## config.mk

```make
export PLATFORM = sky130hd
export DESIGN_NAME = rocket_frame_gen
export DESIGN_NICKNAME = d
export VERILOG_FILES = /design/src/rtl/rocket_pkg.sv /design/src/rtl/rocket_row_render.sv /design/src/rtl/rocket_frame_gen.sv
export SDC_FILE = /design/constraint.sdc
export NUM_CORES = 1
export LEC_CHECK = 0
export BUFFER_PORTS_ARGS = -buffer_cell sky130_fd_sc_hd__buf_2
export CAP_MARGIN = 20
export CORE_MARGIN = 5
export CORE_UTILIZATION = 30
export CTS_CLUSTER_DIAMETER = 60
export CTS_CLUSTER_SIZE = 20
export DETAILED_ROUTE_END_ITERATION = 7
export HOLD_SLACK_MARGIN = 0.05
export SKIP_LAST_GASP = 1
export SLEW_MARGIN = 20
export SYNTH_ARGS = -nofsm -noshare
export SYNTH_HDL_FRONTEND = slang
export SYNTH_HIERARCHICAL = 1
export SYNTH_SLANG_ARGS = --single-unit
```

## constraint.sdc

```tcl
create_clock -name clk_4000 -period 3.6 [get_ports clk_4000]
set_clock_uncertainty 0.05 [all_clocks]
set_input_delay 0.36 -clock clk_4000 [delete_from_list [all_inputs] [get_ports clk_4000]]
set_output_delay 0.36 -clock clk_4000 [all_outputs]
set_load 0.005 [all_outputs]
```

## src/rtl/rocket_pkg.sv

```systemverilog
// Shared phase encoding, sprite rows and frame helpers for the rocket animation.
package rocket_pkg;

  typedef enum logic [1:0] {
    IDLE      = 2'd0,
    COUNTDOWN = 2'd1,
    LIFT      = 2'd2,
    GONE      = 2'd3
  } phase_e;

  localparam logic [7:0] NOSE    = 8'h18;
  localparam logic [7:0] BODY    = 8'h3C;
  localparam logic [7:0] FIN     = 8'h7E;
  localparam logic [7:0] FLAME_S = 8'h18;
  localparam logic [7:0] FLAME_L = 8'h3C;
  localparam int         ROWS    = 8;

  // Green sprite row at offset rel below the rocket's top row; blank outside the body.
  function automatic logic [7:0] green_row(int rel);
    logic [7:0] v;
    case (rel)
      0:       v = NOSE;
      1:       v = BODY;
      2:       v = BODY;
      3:       v = FIN;
      default: v = 8'h00;
    endcase
    return v;
  endfunction

  function automatic logic [63:0] idle_frame(int pad_row);
    logic [63:0] f;
    f = '0;
    for (int r = 0; r < ROWS; r++) begin
      f[r*8 +: 8] = green_row(r - pad_row);
    end
    return f;
  endfunction

endpackage

```

## src/rtl/rocket_row_render.sv

```systemverilog
// Combinational renderer for one matrix row: green body and red flame for the current state.
module rocket_row_render
  import rocket_pkg::*;
(
  input  logic [2:0]        row_i,
  input  logic signed [4:0] y_i,
  input  phase_e            phase_i,
  input  logic              fl_i,
  input  logic              cnt0_i,
  output logic [7:0]        red_o,
  output logic [7:0]        green_o
);

  logic signed [5:0] rel;

  assign rel = $signed({3'b000, row_i}) - $signed({y_i[4], y_i});

  // The flame always sits four rows below the nose; in COUNTDOWN y is parked at the pad.
  always_comb begin
    green_o = 8'h00;
    red_o   = 8'h00;
    if (phase_i != GONE) begin
      green_o = green_row(int'(rel));
    end
    if (rel == 6'sd4) begin
      case (phase_i)
        LIFT:      red_o = fl_i ? FLAME_L : FLAME_S;
        COUNTDOWN: red_o = cnt0_i ? 8'h00 : FLAME_S;
        default:   red_o = 8'h00;
      endcase
    end
  end

endmodule

```

## src/rtl/rocket_frame_gen.sv

```systemverilog
// Rocket launch animation source: phase FSM plus registered red/green 8x8 frames.
module rocket_frame_gen
  import rocket_pkg::*;
#(
  parameter int COUNT_STEPS = 6,
  parameter int GAP_STEPS   = 4,
  parameter int PAD_ROW     = 3
) (
  input  logic        clk_4000,
  input  logic        rst,
  input  logic        step_tick,
  input  logic        launch,
  output logic [63:0] col_r_data,
  output logic [63:0] col_g_data,
  output logic        busy,
  output logic [1:0]  phase
);

  localparam logic signed [4:0] Y_PAD      = 5'(PAD_ROW);
  localparam logic signed [4:0] Y_END      = -5'sd4;
  localparam logic [3:0]        CNT_LAST   = 4'(COUNT_STEPS - 1);
  localparam logic [3:0]        GAP_LAST   = 4'(GAP_STEPS - 1);
  localparam logic [63:0]       IDLE_FRAME = idle_frame(PAD_ROW);

  phase_e            phase_q, phase_d;
  logic signed [4:0] y_q, y_d;
  logic [3:0]        cnt_q, cnt_d;
  logic              fl_q, fl_d;
  logic [63:0]       col_r_q, col_g_q;
  logic [63:0]       frame_r_d, frame_g_d;

  always_ff @(posedge clk_4000 or negedge rst) begin
    if (!rst) begin
      phase_q <= IDLE;
      y_q     <= Y_PAD;
      cnt_q   <= 4'd0;
      fl_q    <= 1'b0;
    end else begin
      phase_q <= phase_d;
      y_q     <= y_d;
      cnt_q   <= cnt_d;
      fl_q    <= fl_d;
    end
  end

  always_comb begin
    phase_d = phase_q;
    y_d     = y_q;
    cnt_d   = cnt_q;
    fl_d    = fl_q;
    case (phase_q)
      IDLE: begin
        if (launch) begin
          phase_d = COUNTDOWN;
          cnt_d   = 4'd0;
        end
      end
      COUNTDOWN: begin
        if (step_tick) begin
          if (cnt_q == CNT_LAST) begin
            phase_d = LIFT;
            y_d     = Y_PAD;
            fl_d    = 1'b1;
            cnt_d   = 4'd0;
          end else begin
            cnt_d = cnt_q + 4'd1;
          end
        end
      end
      LIFT: begin
        // The tick seen at y == -4 ends the climb, with only the flame still on row 0.
        if (step_tick) begin
          if (y_q == Y_END) begin
            phase_d = GONE;
            cnt_d   = 4'd0;
          end else begin
            y_d  = y_q - 5'sd1;
            fl_d = ~fl_q;
          end
        end
      end
      GONE: begin
        if (step_tick) begin
          if (cnt_q == GAP_LAST) begin
            phase_d = IDLE;
            y_d     = Y_PAD;
            fl_d    = 1'b0;
            cnt_d   = 4'd0;
          end else begin
            cnt_d = cnt_q + 4'd1;
          end
        end
      end
      default: phase_d = IDLE;
    endcase
  end

  for (genvar k = 0; k < ROWS; k++) begin : g_row
    rocket_row_render u_row (
      .row_i   (3'(k)),
      .y_i     (y_q),
      .phase_i (phase_q),
      .fl_i    (fl_q),
      .cnt0_i  (cnt_q[0]),
      .red_o   (frame_r_d[8*k +: 8]),
      .green_o (frame_g_d[8*k +: 8])
    );
  end

  // Whole frames are captured at once so the scanner never sees a half-updated picture.
  always_ff @(posedge clk_4000 or negedge rst) begin
    if (!rst) begin
      col_r_q <= '0;
      col_g_q <= IDLE_FRAME;
    end else begin
      col_r_q <= frame_r_d;
      col_g_q <= frame_g_d;
    end
  end

  assign col_r_data = col_r_q;
  assign col_g_data = col_g_q;
  assign phase      = phase_q;
  assign busy       = (phase_q != IDLE);

endmodule
```

==> flow_summary.ini, run 1 <==
[route]
vias = 4113
drt_first_pass_iters = 4
via_per_inst = 4.134
dr.first_iter.drc_count = 169
drtAntennaViolNets = 0
drcViolationCount = 0
routedWlPerCell_um = 13.06
routed_wl_um = 12990

[critical_path]
path_class = flop to flop
critPathLaunchType = flop
required_ns = 3.82
arrival_ns = 2.95
crit_fanout = 13
cp-end-kind = flop

[placed_design]
postPlaceCellArea_um2 = 7473
portBuffers = 134
gp_congestion = 0.7538
post-dp-hpwl_um = 9376

[timing]
setup_tns_ns = 0
post-route-period-util_pct = 75.94
tightest_slew_ns = 0.9365
layout_min_cycle_time_ns = 2.734
relSlewSlack_pct = 37.57
setup_viol = 0
hold_viol_final = 0
report.final.slew_viol_count = 0
grt_setup_unrepaired = false
fmax_mhz = 365.8

[pwr]
power.density_nw_per_um2 = 651.1
p_sw_share_pct = 34.79
ir_drop_mv = 0.2905
switchingPower_uw = 1820
p_int_uw = 3412
p_comb_share_pct = 29.9
clock_power_share_pct = 31.0
seq_power_share_pct = 39.1
p_leak_uw = 0.004160

[clock_tree]
clkSinkCount = 140
clkLatencyLatePin_ns = 0.41
tritoncts = built
h-tree-depth = 4
clock_path_buffers = 2
cts-root-buf = clkbuf_16
cts-resized-gates = 0
clkSlewWorstSetupHoldPaths_ns = 0.06
cts_setup_buffers = 0
cts_inserted_buffers = 17
postCtsHoldBufs = 1

[global_routing]
track_usage_pct = 10.44
use_met1_pct = 13.40
busiest_layer = met2
antenna_found_initial = 1
met3_usage_pct = 3.618
globalRouteOverflowTotal = 0
grt_first_pass_wirelength_um = 21240
first_global_vias = 4097
grt_start_max_net_pins = 87
grtUsageMet2_pct = 16.21

[run]
timing.max_cap.violations = 0

[synthesis]
yosys_warnings = 6
async_reset_ff_share_pct = 100.0
synthDistinctLibCells = 49
ys.flop_type = dfrtp_1
synthCells = 559
synth.avg_cell_area_um2 = 12.19
netlist_top_cells_area = dfrtp_1 45%, ha_1 12%, buf_4 9.7%, dfstp_2 6.9%, inv_1 3.5%
synth_top_area_cell = dfrtp_1
ys_ff_latch = 140
synth_edf_count = 0
ys_seq_area_share_pct = 51.76
yosys.area.top_type_share_pct = 44.82
synth_area_um2 = 6812

[hold_path]
min_path_type = input pin to flop

[final_layout]
final_common_cell = buf_2
final_cell_mix = 133 x buf_2, 122 x dfrtp_1, 80 x conb_1
design_area_um2 = 8036
nNetsFinal = 773
area_delta_synth_final_pct = 17.98
fillCellCount = 2201
diodes = 0
drive_above_1_share_pct = 29.01

[floorplanning]
num_rows = 55
die_x_um = 160.7
core_um2 = 22500
boundaryPins = 135
start_util_pct = 30.27
die_area_um2 = 25820
fp.dieH_um = 160.7

[run_status]
status = finished clean
worst max-delay path, stage by stage (launching register included):
cell and delay [ns]:
dfstp_2 0.69, ha_1 0.21, inv_1 0.05, fa_1 0.42, o21a_1 0.20, a2111o_1 0.46, a2111oi_1 0.50
area by class of cell:
type	count	area [um2]	area share, %
repair buffers	139	729.5	9.077
well taps	285	356.6	4.437
clock inverters	13	120.1	1.495
flip-flops and latches	140	3526	43.87
inverters	64	240.2	2.989
clock buffers	19	432.9	5.387
multi-input cells	335	2631	32.74
path summary, 6_finish.rpt:
kind	startpoint	end	slack [ns]	cells past startpoint
setup / recovery	y_q[0]	col_g_data[21]	0.87	6
hold / removal	launch	cnt_q[1]	0.34	4
setup reg to reg	y_q[0]	col_g_data[21]	0.87	6
hold reg to reg	cnt_q[1]	cnt_q[1]	0.54	2
max in group asynchronous	rst	col_g_data[35]	2.15	3
min in group asynchronous	rst	col_g_data[7]	0.54	2
kinds of logic after synthesis:
logic type               Yosys count  share of synthesized area [%]
AO/OA/AOI/OAI                     90                          10.75
XOR/XNOR                           8                          1.029
flip-flops                       140                          51.76
other                             10                         0.5511
multiplexers                       5                         0.8449
buffers and inverters            154                          13.46
adder cells (fa/ha/maj)           72                          14.11
AND/OR/NAND/NOR                   80                          7.494
metal layers:
layer / vias to the layer above / share of wire [%]
met5: - / 0.054
li1: 2030 / -
met4: 2 / 1.3
met1: 1965 / 47
met2: 105 / 46
met3: 11 / 6.1
metrics by stage:
step / utilization (%) / worst slack, ns / hold slack, ns / instances / power, uW
floorplan: - / 0.9111 / 0.01441 / 629 / 3213
global placement: 33.21 / 0.9209 / 0.4247 / 962 / 3636
detailed placement: 33.21 / 0.8492 / 0.4367 / 962 / 3653
CTS: 35.71 / 0.7978 / 0.3182 / 995 / 5320
global route: 35.71 / 0.5941 / 0.3732 / 995 / 5642
finish: 35.71 / 0.8662 / 0.3423 / 995 / 5232
sequential cells by signal (all words and copies together), names as in the netlist:
signal and flops:
col_g_data 64, col_r_data 64, y_q 5, cnt_q 4, phase 2, fl_q 1
cell usage after synthesis, drive strengths merged, types with 3 or more instances:
master and instances:
nor2 4, fa 8, dfrtp 122, nand2b 10
conb 10, dfstp 18, o31ai 4, nand3b 8
nand3 3, ha 64, a2111o 8, xor2 8
a2111oi 17, nor3 12, nand2 3, a21oi 26
o21a 8, nor2b 7, a211oi 8, o2111ai 7
inv 64, mux2 3, nand4 17, buf 90
and2b 8
power by group through the flow:
stage	clock, uW	sequential (uW)	combinational (uW)
final	1620	2050	1560
after global routing	1760	2090	1800
after CTS	1680	2060	1580
after detailed placement	0	2090	1570
after global placement	0	2080	1550
after floorplan	0	2040	1180
(Power assumes the default switching activity.)
==> run 2: changes to the inputs <==
==> constraint.sdc (replaced) <==
create_clock -name clk_4000 -period 2.3 [get_ports clk_4000]
set_clock_uncertainty 0.05 [all_clocks]
set_input_delay 0.23 -clock clk_4000 [delete_from_list [all_inputs] [get_ports clk_4000]]
set_output_delay 0.23 -clock clk_4000 [all_outputs]
set_load 0.005 [all_outputs]
==> flow_summary.ini, run 2 (synthesis gave the netlist of run 1 again) <==
[global_routing]
track_usage_pct = 10.97
grt_first_pass_wirelength_um = 22510
first_global_vias = 4336
antenna_found_initial = 1
globalRouteOverflowTotal = 0
grt_start_max_net_pins = 58

[clock_tree]
cts_inserted_buffers = 17
clkSlewWorstSetupHoldPaths_ns = 0.06
clkLatencyLatePin_ns = 0.41
h-tree-depth = 4
tritoncts = built
clock_path_buffers = 2
cts-root-buf = clkbuf_16
clkSinkCount = 140

[placed_design]
pre_cts_ws_ns = -0.2093
post-dp-hpwl_um = 9821
postPlaceCellArea_um2 = 7985
gp_congestion = 0.7780
portBuffers = 134

[floorplanning]
start_util_pct = 30.27
core_um2 = 22500
fp.dieH_um = 160.7
die_area_um2 = 25820
num_rows = 55
boundaryPins = 135
die_x_um = 160.7

[route]
drt_first_pass_iters = 4
vias = 4364
routedWlPerCell_um = 13.22
drcViolationCount = 0
routed_wl_um = 13940
dr.first_iter.drc_count = 172
drtAntennaViolNets = 0
via_per_inst = 4.136

[timing]
fmax_mhz = 411.3
report.final.slew_viol_count = 0
grt_setup_unrepaired = true
relSlewSlack_pct = 54.67
tightest_slew_ns = 0.6777
hold_viol_final = 0
layout_min_cycle_time_ns = 2.431
holdWs_ns = 0.2377
setup_viol = 44
post-route-period-util_pct = 105.7
setup_slack_ns = -0.1313

[critical_path]
required_ns = 2.57
cp-end-kind = flop
critPathLaunchType = flop
path_class = flop to flop
crit_fanout = 4
reg2reg_slack_ns = -0.13
arrival_ns = 2.70

[final_layout]
diodes = 0
final_cell_mix = 133 x buf_2, 120 x dfrtp_1, 80 x conb_1
fin_util_pct = 40.51
drive_above_1_share_pct = 42.08
fillCellCount = 2144
area_delta_synth_final_pct = 33.82
design_area_um2 = 9115
final_common_cell = buf_2
nNetsFinal = 833

[run_status]
status = finished, violations left
violations = negative setup slack

[hold_path]
min_path_type = input pin to flop

[pwr]
ir_drop_mv = 0.5281
power.density_nw_per_um2 = 1043
p_leak_uw = 0.004502

[run]
timing.max_cap.violations = 0
## run 2: changes by cell type in the layout (fill, tap and decap cells not counted), sizes merged
cell	before	now
clkbuf	19	18
buf	138	198
bufinv	1	2
clkinvlp	3	1
inv	66	67
clkinv	7	8
## run 2: final cells by class
type | count | area [um2] | area share [%]
flip-flops and latches | 140 | 3532 | 38.75
well taps | 285 | 356.6 | 3.912
clock buffers | 18 | 439.2 | 4.818
clock inverters | 14 | 161.4 | 1.771
repair buffers | 199 | 1230 | 13.49
multi-input cells | 335 | 3151 | 34.56
inverters | 64 | 245.2 | 2.690
## run 2: worst paths after layout
kind	start	end	depth (start not counted)
worst min-delay path	launch	cnt_q[1]	4
worst max register to register	y_q[0]	col_g_data[4]	9
min in group asynchronous	rst	col_r_data[24]	2
max in group asynchronous	rst	col_g_data[27]	3
worst min register to register	cnt_q[1]	cnt_q[1]	2
worst max-delay path	y_q[0]	col_g_data[4]	9
## run 2: report_power, final
part           total (uW)  switching [uW]  leakage (uW)  internal, uW
Combinational        3730            2080       0.00245          1650
Clock                2760            1110      0.000294          1650
Sequential           3030             206       0.00176          2820
## run 2: layer usage
metal  global-route usage, %  up-vias  wire length, um
li1                        -     2145                -
met1                   14.11     2096             6378
met2                   17.59      111             6502
met3                   3.541       10              899
met4                   3.520        2              149
met5                       0        -               13
## run 2: critical path, cell delays in order (launching register included)
cell and delay, ns:
dfstp_4 0.63, buf_12 0.10, buf_6 0.11, ha_4 0.12, inv_2 0.03, fa_2 0.32
o21a_1 0.17, a2111o_1 0.42, buf_6 0.18, a211oi_2 0.21
## run 2: timing repair
action                                  CTS  global route
hold buffers                              1             0
endpoints found under the setup margin   42            74
pin swaps                                10            25
cloned                                    0             0
gates resized for setup                  17            48
buffers inserted                          3            13
endpoints found under the hold margin    50             0
## run 2: stage by stage
stage / TNS [ns] / total power [uW] / instances
finish: -2.538 / 9510 / 1055
global placement: -2.568 / 6199 / 1008
CTS: -2.069 / 9263 / 1043
floorplan: -1.009 / 5202 / 629
global route: -7.186 / 10230 / 1055
detailed placement: -3.573 / 6242 / 1008
==> run 3: changes to the inputs <==
--- a/config.mk
+++ b/config.mk
@@ -5,14 +5,16 @@
 export SDC_FILE = /design/constraint.sdc
 export NUM_CORES = 1
 export LEC_CHECK = 0
+export ABC_AREA = 1
 export BUFFER_PORTS_ARGS = -buffer_cell sky130_fd_sc_hd__buf_2
 export CAP_MARGIN = 20
 export CORE_MARGIN = 5
-export CORE_UTILIZATION = 30
+export CORE_UTILIZATION = 52
 export CTS_CLUSTER_DIAMETER = 60
 export CTS_CLUSTER_SIZE = 20
 export DETAILED_ROUTE_END_ITERATION = 7
 export HOLD_SLACK_MARGIN = 0.05
+export PLACE_DENSITY = 0.79
 export SKIP_LAST_GASP = 1
 export SLEW_MARGIN = 20
 export SYNTH_ARGS = -nofsm -noshare
==> flow_summary.ini, run 3 <==
[global_routing]
first_global_vias = 4566
antenna_found_initial = 0
grt_first_pass_wirelength_um = 21270
grt_start_max_net_pins = 69
globalRouteOverflowTotal = 0
track_usage_pct = 16.43

[timing]
hold_viol_final = 0
setup_tns_ns = 0
post-route-period-util_pct = 92.05
setup_viol = 0
fmax_mhz = 472.3
relSlewSlack_pct = 58.34
layout_min_cycle_time_ns = 2.117
report.final.slew_viol_count = 0
setup_slack_ns = 0.1828
grt_setup_unrepaired = false
tightest_slew_ns = 0.6249

[synthesis]
muxShareOfSynthArea_pct = 0
synth_area_um2 = 7119
synth_xor_area_share_pct = 1.230
synthCells = 737
ys.flop_type = dfrtp_1
synth_top_area_cell = dfrtp_1
ys_ff_latch = 140
synth_compound_gate_area_share_pct = 5.325
yosys.area.top_type_share_pct = 42.88
synth_top_family_by_area = buffers and inverters
synth.avg_cell_area_um2 = 9.660
synth_most_common_cell = dfrtp_1
ys_seq_area_share_pct = 49.53
synthSimpleGateAreaFrac_pct = 14.32
synth_common_cells = 122 x dfrtp_1, 110 x inv_1, 108 x nand2_1
yosys_warnings = 6
synthDistinctLibCells = 26
synth-adder-area-share_pct = 13.50
netlist_top_cells_area = dfrtp_1 43%, ha_1 11%, buf_4 9.3%, dfstp_2 6.6%, inv_1 5.8%
synth_edf_count = 0
async_reset_ff_share_pct = 100.0

[final_layout]
diodes = 0
design_area_um2 = 8293
fillCellCount = 1075
ff_latch_area_um2 = 3526
area_delta_synth_final_pct = 16.49
fin_util_pct = 62.13
final_common_cell = buf_2
drive_above_1_share_pct = 24.05
multi_input_area_um2 = 2748
final_cell_mix = 133 x buf_2, 122 x dfrtp_1, 110 x inv_1
nNetsFinal = 957

[pwr]
seq_power_share_pct = 31.2
power.density_nw_per_um2 = 1210
p_leak_uw = 0.004601
switchingPower_uw = 4031
p_int_uw = 6002
p_comb_share_pct = 41.9
p_total_uw = 10030
ir_drop_mv = 0.6497
clock_power_share_pct = 26.8
p_sw_share_pct = 40.18

[floorplanning]
core_um2 = 13350
fp.dieH_um = 127.0
start_util_pct = 53.34
die_area_um2 = 16130
num_rows = 42
boundaryPins = 135
die_x_um = 127.0

[run]
timing.max_cap.violations = 0

[clock_tree]
cts_inserted_buffers = 17
tritoncts = built
h-tree-depth = 4
clkSinkCount = 140
clkSlewWorstSetupHoldPaths_ns = 0.07
cts_setup_buffers = 0
clock_path_buffers = 2
cts-root-buf = clkbuf_16
clkLatencyLatePin_ns = 0.41
cts-resized-gates = 0

[critical_path]
r2r-end = col_r_data[19]
cp_top_family = flip-flops
slowest_stage = dfstp_2
reg2reg_slack_ns = 0.18
worstPathCellList = ha_1 -> inv_1 -> fa_1 -> xor2_1 -> nand2_1 -> nor2_1 -> nand2_1 -> nor2_1
startpoint = y_q[0]
required_ns = 2.58
critPathLaunchType = flop
r2r-start = y_q[0]
critPathBufInv = 1
reg2reg_depth = 8
arrival_ns = 2.40
crit_cells = 8
max_stage_delay_ns = 0.73
endpoint = col_r_data[19]
crit_fanout = 14
cp-end-kind = flop
path_class = flop to flop

[route]
drt_first_pass_iters = 4
drtAntennaViolNets = 0
routedWlPerCell_um = 11.82
routed_wl_um = 12650
dr.first_iter.drc_count = 349
drcViolationCount = 0
vias = 4709
via_per_inst = 4.401

[placed_design]
portBuffers = 134
postPlaceCellArea_um2 = 7696
pre_cts_ws_ns = 0.1708
gp_congestion = 0.8105
post-dp-hpwl_um = 8993

[run_status]
status = finished clean

[hold_path]
min_path_type = input pin to flop
-- run 3: power by group through the flow --
stage	combinational (uW)	clock [uW]	sequential, uW
4_1_cts	4210	2770	3140
3_5_place_dp	4150	0	3180
6_report	4210	2690	3130
2_1_floorplan	3260	0	3280
3_3_place_gp	4040	0	3180
5_1_grt	4880	2880	3180
-- run 3: metal layers --
metal	vias up	part of all wire, %	global-route usage (%)
li1	2385	-	-
met1	2178	45	21.01
met2	133	48	27.37
met3	13	6.4	4.716
met4	0	1.1	4.858
met5	-	0	0
-- run 3: worst register-to-register path, stage by stage (launching register included) --
cell and delay [ns]:
dfstp_2 0.73, ha_1 0.21, inv_1 0.05, fa_1 0.41, xor2_1 0.22, nand2_1 0.08, nor2_1 0.10, nand2_1 0.07
nor2_1 0.12
-- run 3: metrics by stage --
stage / instances / hold WS [ns]
after detailed placement: 1037 / 0.2140
after CTS: 1070 / 0.3110
after global placement: 1037 / 0.2070
after global routing: 1070 / 0.3550
after floorplan: 807 / -0.1156
final: 1070 / 0.3287
-- run 3: how the worst min path moves through the flow --
stage | slack, ns | cells after the start | to | from
floorplan | -0.12 | 0 | cnt_q[0] | rst
global placement | 0.21 | 1 | col_g_data[48] | rst
detailed placement | 0.21 | 1 | col_r_data[23] | rst
CTS | 0.31 | 6 | y_q[3] | step_tick
global route | 0.36 | 6 | y_q[2] | step_tick
finish | 0.33 | 6 | y_q[3] | step_tick
-- run 3: timing repair --
item	in CTS	in global routing
hold buffers	1	0
hold endpoints to repair	48	0
setup endpoints to repair	0	0
-- run 3: final cells by class --
cell class / count / share of cell area, %
inverters: 112 / 5.130
well taps: 176 / 2.655
repair buffers: 145 / 9.490
flip-flops and latches: 140 / 42.52
multi-input cells: 465 / 33.13
clock buffers: 18 / 5.296
clock inverters: 14 / 1.780
-- run 3: cell families (layout without fill, tap and decap cells) --
family,after synthesis,count (layout)
AO/OA/AOI/OAI,62,62
other,10,80
AND/OR/NAND/NOR,241,241
adder cells (fa/ha/maj),72,72
XOR/XNOR,10,10
flip-flops,140,140
buffers and inverters,202,289
